`config.mk`:
```
export PLATFORM = sky130hd
export DESIGN_NAME = uart_tx_fifo
export DESIGN_NICKNAME = d
export VERILOG_FILES = /design/src/rtl/uart_tx_fifo.sv
export SDC_FILE = /design/constraint.sdc
export NUM_CORES = 1
export LEC_CHECK = 0
export CORE_ASPECT_RATIO = 1.5
export CORE_MARGIN = 10
export CORE_UTILIZATION = 30
export CTS_CLUSTER_DIAMETER = 100
export DETAILED_ROUTE_END_ITERATION = 7
export PLACE_DENSITY = 0.5
export SETUP_SLACK_MARGIN = 0.02
export SLEW_MARGIN = 20
export SYNTH_ARGS = -nofsm -noshare
export SYNTH_HDL_FRONTEND = slang
export SYNTH_SLANG_ARGS = --single-unit
```
`constraint.sdc`:
```
create_clock -name i_Clock -period 5.45 [get_ports i_Clock]
set_input_delay 0.8175 -clock i_Clock [delete_from_list [all_inputs] [get_ports i_Clock]]
set_output_delay 0.8175 -clock i_Clock [all_outputs]
set_load 0.02 [all_outputs]
```
`src/rtl/uart_tx_fifo.sv`:
```
// UART transmitter with an integrated TX FIFO.
// Bytes are pushed at up to one per clock; frames are sent back-to-back
// (start, DATA_BITS data LSB first, optional parity, STOP_BITS stop bits)
// for as long as the FIFO holds data.
`timescale 1ns/1ps
module uart_tx_fifo #(
  parameter  int CLKS_PER_BIT = 50,
  parameter  int DATA_BITS    = 8,
  parameter  int PARITY       = 0,   // 0 none, 1 odd, 2 even
  parameter  int STOP_BITS    = 1,
  parameter  int FIFO_DEPTH   = 16,
  localparam int AW           = $clog2(FIFO_DEPTH)
) (
  input  logic                 i_Clock,
  input  logic                 reset_n,
  input  logic                 i_Tx_DV,
  input  logic [DATA_BITS-1:0] i_Tx_Byte,
  output logic                 o_Full,
  output logic                 o_Empty,
  output logic [AW:0]          o_Level,
  output logic                 o_Overflow,
  output logic                 o_Tx_Active,
  output logic                 o_Tx_Serial,
  output logic                 o_Tx_Done
);

  // Stop phase is the longest single state, so the counter is sized for it.
  localparam int STOP_CLKS = STOP_BITS * CLKS_PER_BIT;
  localparam int CW        = $clog2(STOP_CLKS);
  localparam int IW        = $clog2(DATA_BITS);

  typedef enum logic [2:0] {S_IDLE, S_START, S_DATA, S_PAR, S_STOP} state_t;

  logic [DATA_BITS-1:0] mem [FIFO_DEPTH];
  logic [AW:0]          wr_ptr, rd_ptr;
  logic [DATA_BITS-1:0] head;
  logic                 pop, push_ok;

  state_t               state;
  logic [CW-1:0]        cnt;
  logic [IW-1:0]        idx;
  logic [DATA_BITS-1:0] shreg;
  logic                 par;
  logic                 last_clk, stop_end;

  // Occupancy flags come straight from the pointers so the pusher sees them same-cycle.
  assign o_Level = wr_ptr - rd_ptr;
  assign o_Full  = (o_Level == (AW+1)'(FIFO_DEPTH));
  assign o_Empty = (wr_ptr == rd_ptr);
  assign head    = mem[rd_ptr[AW-1:0]];

  assign last_clk = (cnt == CW'(CLKS_PER_BIT-1));
  assign stop_end = (state == S_STOP) && (cnt == CW'(STOP_CLKS-1));
  // The FSM loads a byte either from idle or at the very end of a frame (no gap).
  assign pop      = !o_Empty && ((state == S_IDLE) || stop_end);
  // A pop in the same cycle frees a slot, so a full FIFO can still take a push.
  assign push_ok  = i_Tx_DV && (!o_Full || pop);

  // FIFO storage; the head is read before this edge's write, so full+push+pop is safe.
  always_ff @(posedge i_Clock) begin
    if (push_ok) mem[wr_ptr[AW-1:0]] <= i_Tx_Byte;
  end

  // FIFO pointers and the registered drop indicator.
  always_ff @(posedge i_Clock or negedge reset_n) begin
    if (!reset_n) begin
      wr_ptr     <= '0;
      rd_ptr     <= '0;
      o_Overflow <= 1'b0;
    end else begin
      if (push_ok) wr_ptr <= wr_ptr + (AW+1)'(1);
      if (pop)     rd_ptr <= rd_ptr + (AW+1)'(1);
      o_Overflow <= i_Tx_DV && !push_ok;
    end
  end

  // Frame sequencer with registered line, active and done outputs.
  always_ff @(posedge i_Clock or negedge reset_n) begin
    if (!reset_n) begin
      state       <= S_IDLE;
      cnt         <= '0;
      idx         <= '0;
      shreg       <= '0;
      par         <= 1'b0;
      o_Tx_Serial <= 1'b1;
      o_Tx_Active <= 1'b0;
      o_Tx_Done   <= 1'b0;
    end else begin
      o_Tx_Done <= stop_end;
      if (pop) begin
        // Load: start bit goes out from this edge on.
        shreg       <= head;
        par         <= (PARITY == 2) ? ^head : ~^head;
        cnt         <= '0;
        state       <= S_START;
        o_Tx_Serial <= 1'b0;
        o_Tx_Active <= 1'b1;
      end else begin
        case (state)
          S_IDLE: begin
            o_Tx_Serial <= 1'b1;
            o_Tx_Active <= 1'b0;
          end
          S_START: begin
            if (last_clk) begin
              cnt         <= '0;
              idx         <= '0;
              state       <= S_DATA;
              o_Tx_Serial <= shreg[0];
            end else begin
              cnt <= cnt + CW'(1);
            end
          end
          S_DATA: begin
            if (last_clk) begin
              cnt <= '0;
              if (idx == IW'(DATA_BITS-1)) begin
                if (PARITY != 0) begin
                  state       <= S_PAR;
                  o_Tx_Serial <= par;
                end else begin
                  state       <= S_STOP;
                  o_Tx_Serial <= 1'b1;
                end
              end else begin
                idx         <= idx + IW'(1);
                shreg       <= shreg >> 1;
                o_Tx_Serial <= shreg[1];
              end
            end else begin
              cnt <= cnt + CW'(1);
            end
          end
          S_PAR: begin
            if (last_clk) begin
              cnt         <= '0;
              state       <= S_STOP;
              o_Tx_Serial <= 1'b1;
            end else begin
              cnt <= cnt + CW'(1);
            end
          end
          S_STOP: begin
            if (stop_end) begin
              cnt         <= '0;
              state       <= S_IDLE;
              o_Tx_Active <= 1'b0;
              o_Tx_Serial <= 1'b1;
            end else begin
              cnt <= cnt + CW'(1);
            end
          end
          default: begin
            state       <= S_IDLE;
            o_Tx_Serial <= 1'b1;
            o_Tx_Active <= 1'b0;
          end
        endcase
      end
    end
  end

endmodule

```
==> impl_metrics.py <==
metrics = {
    "run_status": {
        "run_status": "finished clean",
    },
    "cts": {
        "clkTransAtPathRegs_ns": 0.06,
        "htree_levels": 4,
        "clkLatencyLatePin_ns": 0.42,
        "cts_made_buffers": 17,
        "post_cts_buffers": 0,
        "cts_tree": "yes",
        "ctsHoldBuffers": 0,
        "root_buffer": "clkbuf_16",
        "postCtsResizedCells": 0,
        "cts_buffer_depth": 2,
        "cts_sinks": 162,
    },
    "timing": {
        "clock_skew_ns": 0.00610,
        "period_minus_slack_ns": 4.54,
        "finalCritPeriodShare": 0.832,
        "hold_viol": 0,
        "holdWs_ns": 0.489,
        "max_slew.worst_pin.slew_ns": 1.00,
        "finalSetupViolCount": 0,
        "rsz0062_at_grt": "no",
        "drv_slew": 0,
        "slew_headroom": 0.330,
        "clock.fmax_mhz": 220,
        "setup_tns_ns": 0,
    },
    "global_routing": {
        "grt_use_total": 0.108,
        "grt_max_degree": 36,
        "grt_first_pass_wirelength_um": 23500,
        "grt_overflow_total": 0,
        "antenna_found_initial": 0,
        "grt_pass1_vias": 3887,
    },
    "cells_and_area": {
        "final_common_cell": "edfxtp_1",
        "drive_above_1_share": 0.197,
        "area_growth_pct": 17.1,
        "num_antenna_cells": 0,
        "final_cells": 732,
        "final_nets": 464,
        "final_cell_mix": "edfxtp_1, mux4_2, dfrtp_1",
    },
    "setup_path": {
        "cp.arrival_ns": 3.72,
        "cpPeakStageDelay_ns": 0.71,
        "critPathLaunchType": "flop",
        "ff2ff_setup_slack_ns": 1.66,
        "path_buf_inv": 3,
        "crit_fanout": 28,
        "reg2reg_from": "rd_ptr[1]",
        "crit_type": "reg -> out",
        "cpLargestDelayFamily": "buffers and inverters",
        "crit_chain": "buf_4 > clkinv_1 > ha_1 > and3b_1 > or3_4 > a2111oi_4 > clkdlybuf4s50_1",
        "r2r-end": "mem[8][3]",
        "crit_slowest_cell": "clkdlybuf4s50_1",
        "r2r_cells": 8,
        "worstPathRequired_ns": 4.63,
        "critPathCaptureType": "primary output",
    },
    "route": {
        "initialDrtViolationCount": 235,
        "wl_per_cell_um": 20.6,
        "totalWireLength_um": 15100,
        "vias_per_cell": 5.04,
        "drc": 0,
        "dr.pass1.iters": 4,
        "postRouteAntennaNets": 0,
        "num_vias": 3692,
    },
    "yosys": {
        "synth-xor-area-share": 0.0177,
        "ys_seq_elements": 162,
        "syn-instance-count": 412,
        "syn_nets": 437,
        "synth_top_family_by_area": "multiplexers",
        "ys_async_sr_fraction": 0.210,
        "syn_area_mm2": 0.00692,
        "synth-edff-count": 128,
        "yosys_warnings": 0,
        "synth_compound_area_frac": 0.0580,
        "synthDistinctLibCells": 55,
        "yosys.area_share.adder": 0.0264,
        "synth_flop_cell": "edfxtp_1",
        "yosysSeqAreaShare": 0.678,
        "synth_mux_area_frac": 0.121,
        "avgSynthCellArea_um2": 16.8,
        "synth_simple_gate_area_frac": 0.0801,
    },
    "die": {
        "die_area_mm2": 0.0297,
        "dieHeight_um": 206,
        "num_rows": 68,
        "die_w_um": 144,
        "core_mm2": 0.0229,
        "start_util": 0.302,
        "io_pins": 22,
    },
    "place": {
        "gp_congestion": 0.804,
        "hpwl_um": 10500,
        "placed_cells": 700,
        "io_buffers": 21,
    },
    "power": {
        "power_leakage_nw": 2.77,
        "p_per_area_mw_per_mm2": 538,
        "peakVddDrop_v": 0.000276,
    },
    "min_path": {
        "holdCritStartpoint": "rd_ptr[4]",
        "hold_end": "rd_ptr[4]",
        "min_path_cells": 1,
        "hp-class": "reg -> reg",
    },
    "job": {
        "maxCapViolCount": 0,
    },
}
## power breakdown
part / switching [mW] / leakage, nW / total, mW / internal (mW)
clock: 0.477 / 0.267 / 1.15 / 0.672
sequential: 0.149 / 1.58 / 1.69 / 1.54
combinational: 0.836 / 0.920 / 1.53 / 0.692
## metrics by stage
stage	utilization	power (mW)	worst slack [ns]	instance area [um2]
floorplan	-	2.73	1.64	6920
global placement	0.328	3.24	1.43	7520
detailed placement	0.328	3.27	1.35	7520
CTS	0.353	4.43	0.878	8090
global route	0.354	4.60	0.717	8110
finish	0.354	4.36	0.913	8110
## sequential cells by signal, summed over array words and instances (netlist names)
signal and flops:
mem 128, shreg 8, cnt 6, rd_ptr 5, wr_ptr 5, idx 3
state 3, o_Overflow 1, o_Tx_Active 1, o_Tx_Done 1, o_Tx_Serial 1
## cell usage after synthesis, types with 9 or more instances
master	n	area [um2]
edfxtp_1	128	3840
a21oi_1	13	65.1
clkbuf_1	11	41.3
and3_1	9	56.3
nor2_1	10	37.5
dfrtp_1	33	826
ha_1	13	163
o21ai_0	11	55.1
xor2_1	9	78.8
inv_1	9	33.8
mux4_2	33	743
nand2_1	25	93.8
## layout make-up
class | instances | area [um2]
fillers | 2110 | 14800
clock buffers | 19 | 433
inverters | 11 | 41.3
clock inverters | 13 | 139
multi-input cells | 219 | 2180
repair buffers | 28 | 263
flip-flops and latches | 162 | 4700
well taps | 280 | 350
## metal layers
metal  vias up  track usage  part of all wire
met5         -            0                 0
met4         0       0.0523             0.026
met3        21       0.0221             0.025
met2        49        0.189              0.54
li1       1703            -                 -
met1      1919        0.122              0.40
## how the worst max path moves through the flow
stage / slack [ns] / depth (start not counted) / to / startpoint
after detailed placement: 1.35 / 7 / o_Full / rd_ptr[1]
after floorplan: 1.64 / 10 / mem[10][0] / rd_ptr[2]
final: 0.91 / 7 / o_Full / rd_ptr[1]
after CTS: 0.88 / 7 / o_Full / rd_ptr[1]
after global placement: 1.43 / 7 / o_Full / rd_ptr[1]
after global routing: 0.72 / 7 / o_Full / rd_ptr[1]
## kinds of logic (layout without fill, tap and decap cells)
| group | after synthesis | count (layout) |
|---|---|---|
| xor gates and xnor gates | 14 | 14 |
| buffers and inverters | 31 | 71 |
| AOI/OAI and AO/OA | 56 | 56 |
| muxes | 42 | 42 |
| and+or+nand+nor | 93 | 93 |
| DFF | 162 | 162 |
| adders and majority gates | 14 | 14 |
Note: power is estimated with default switching activity, not from simulation.
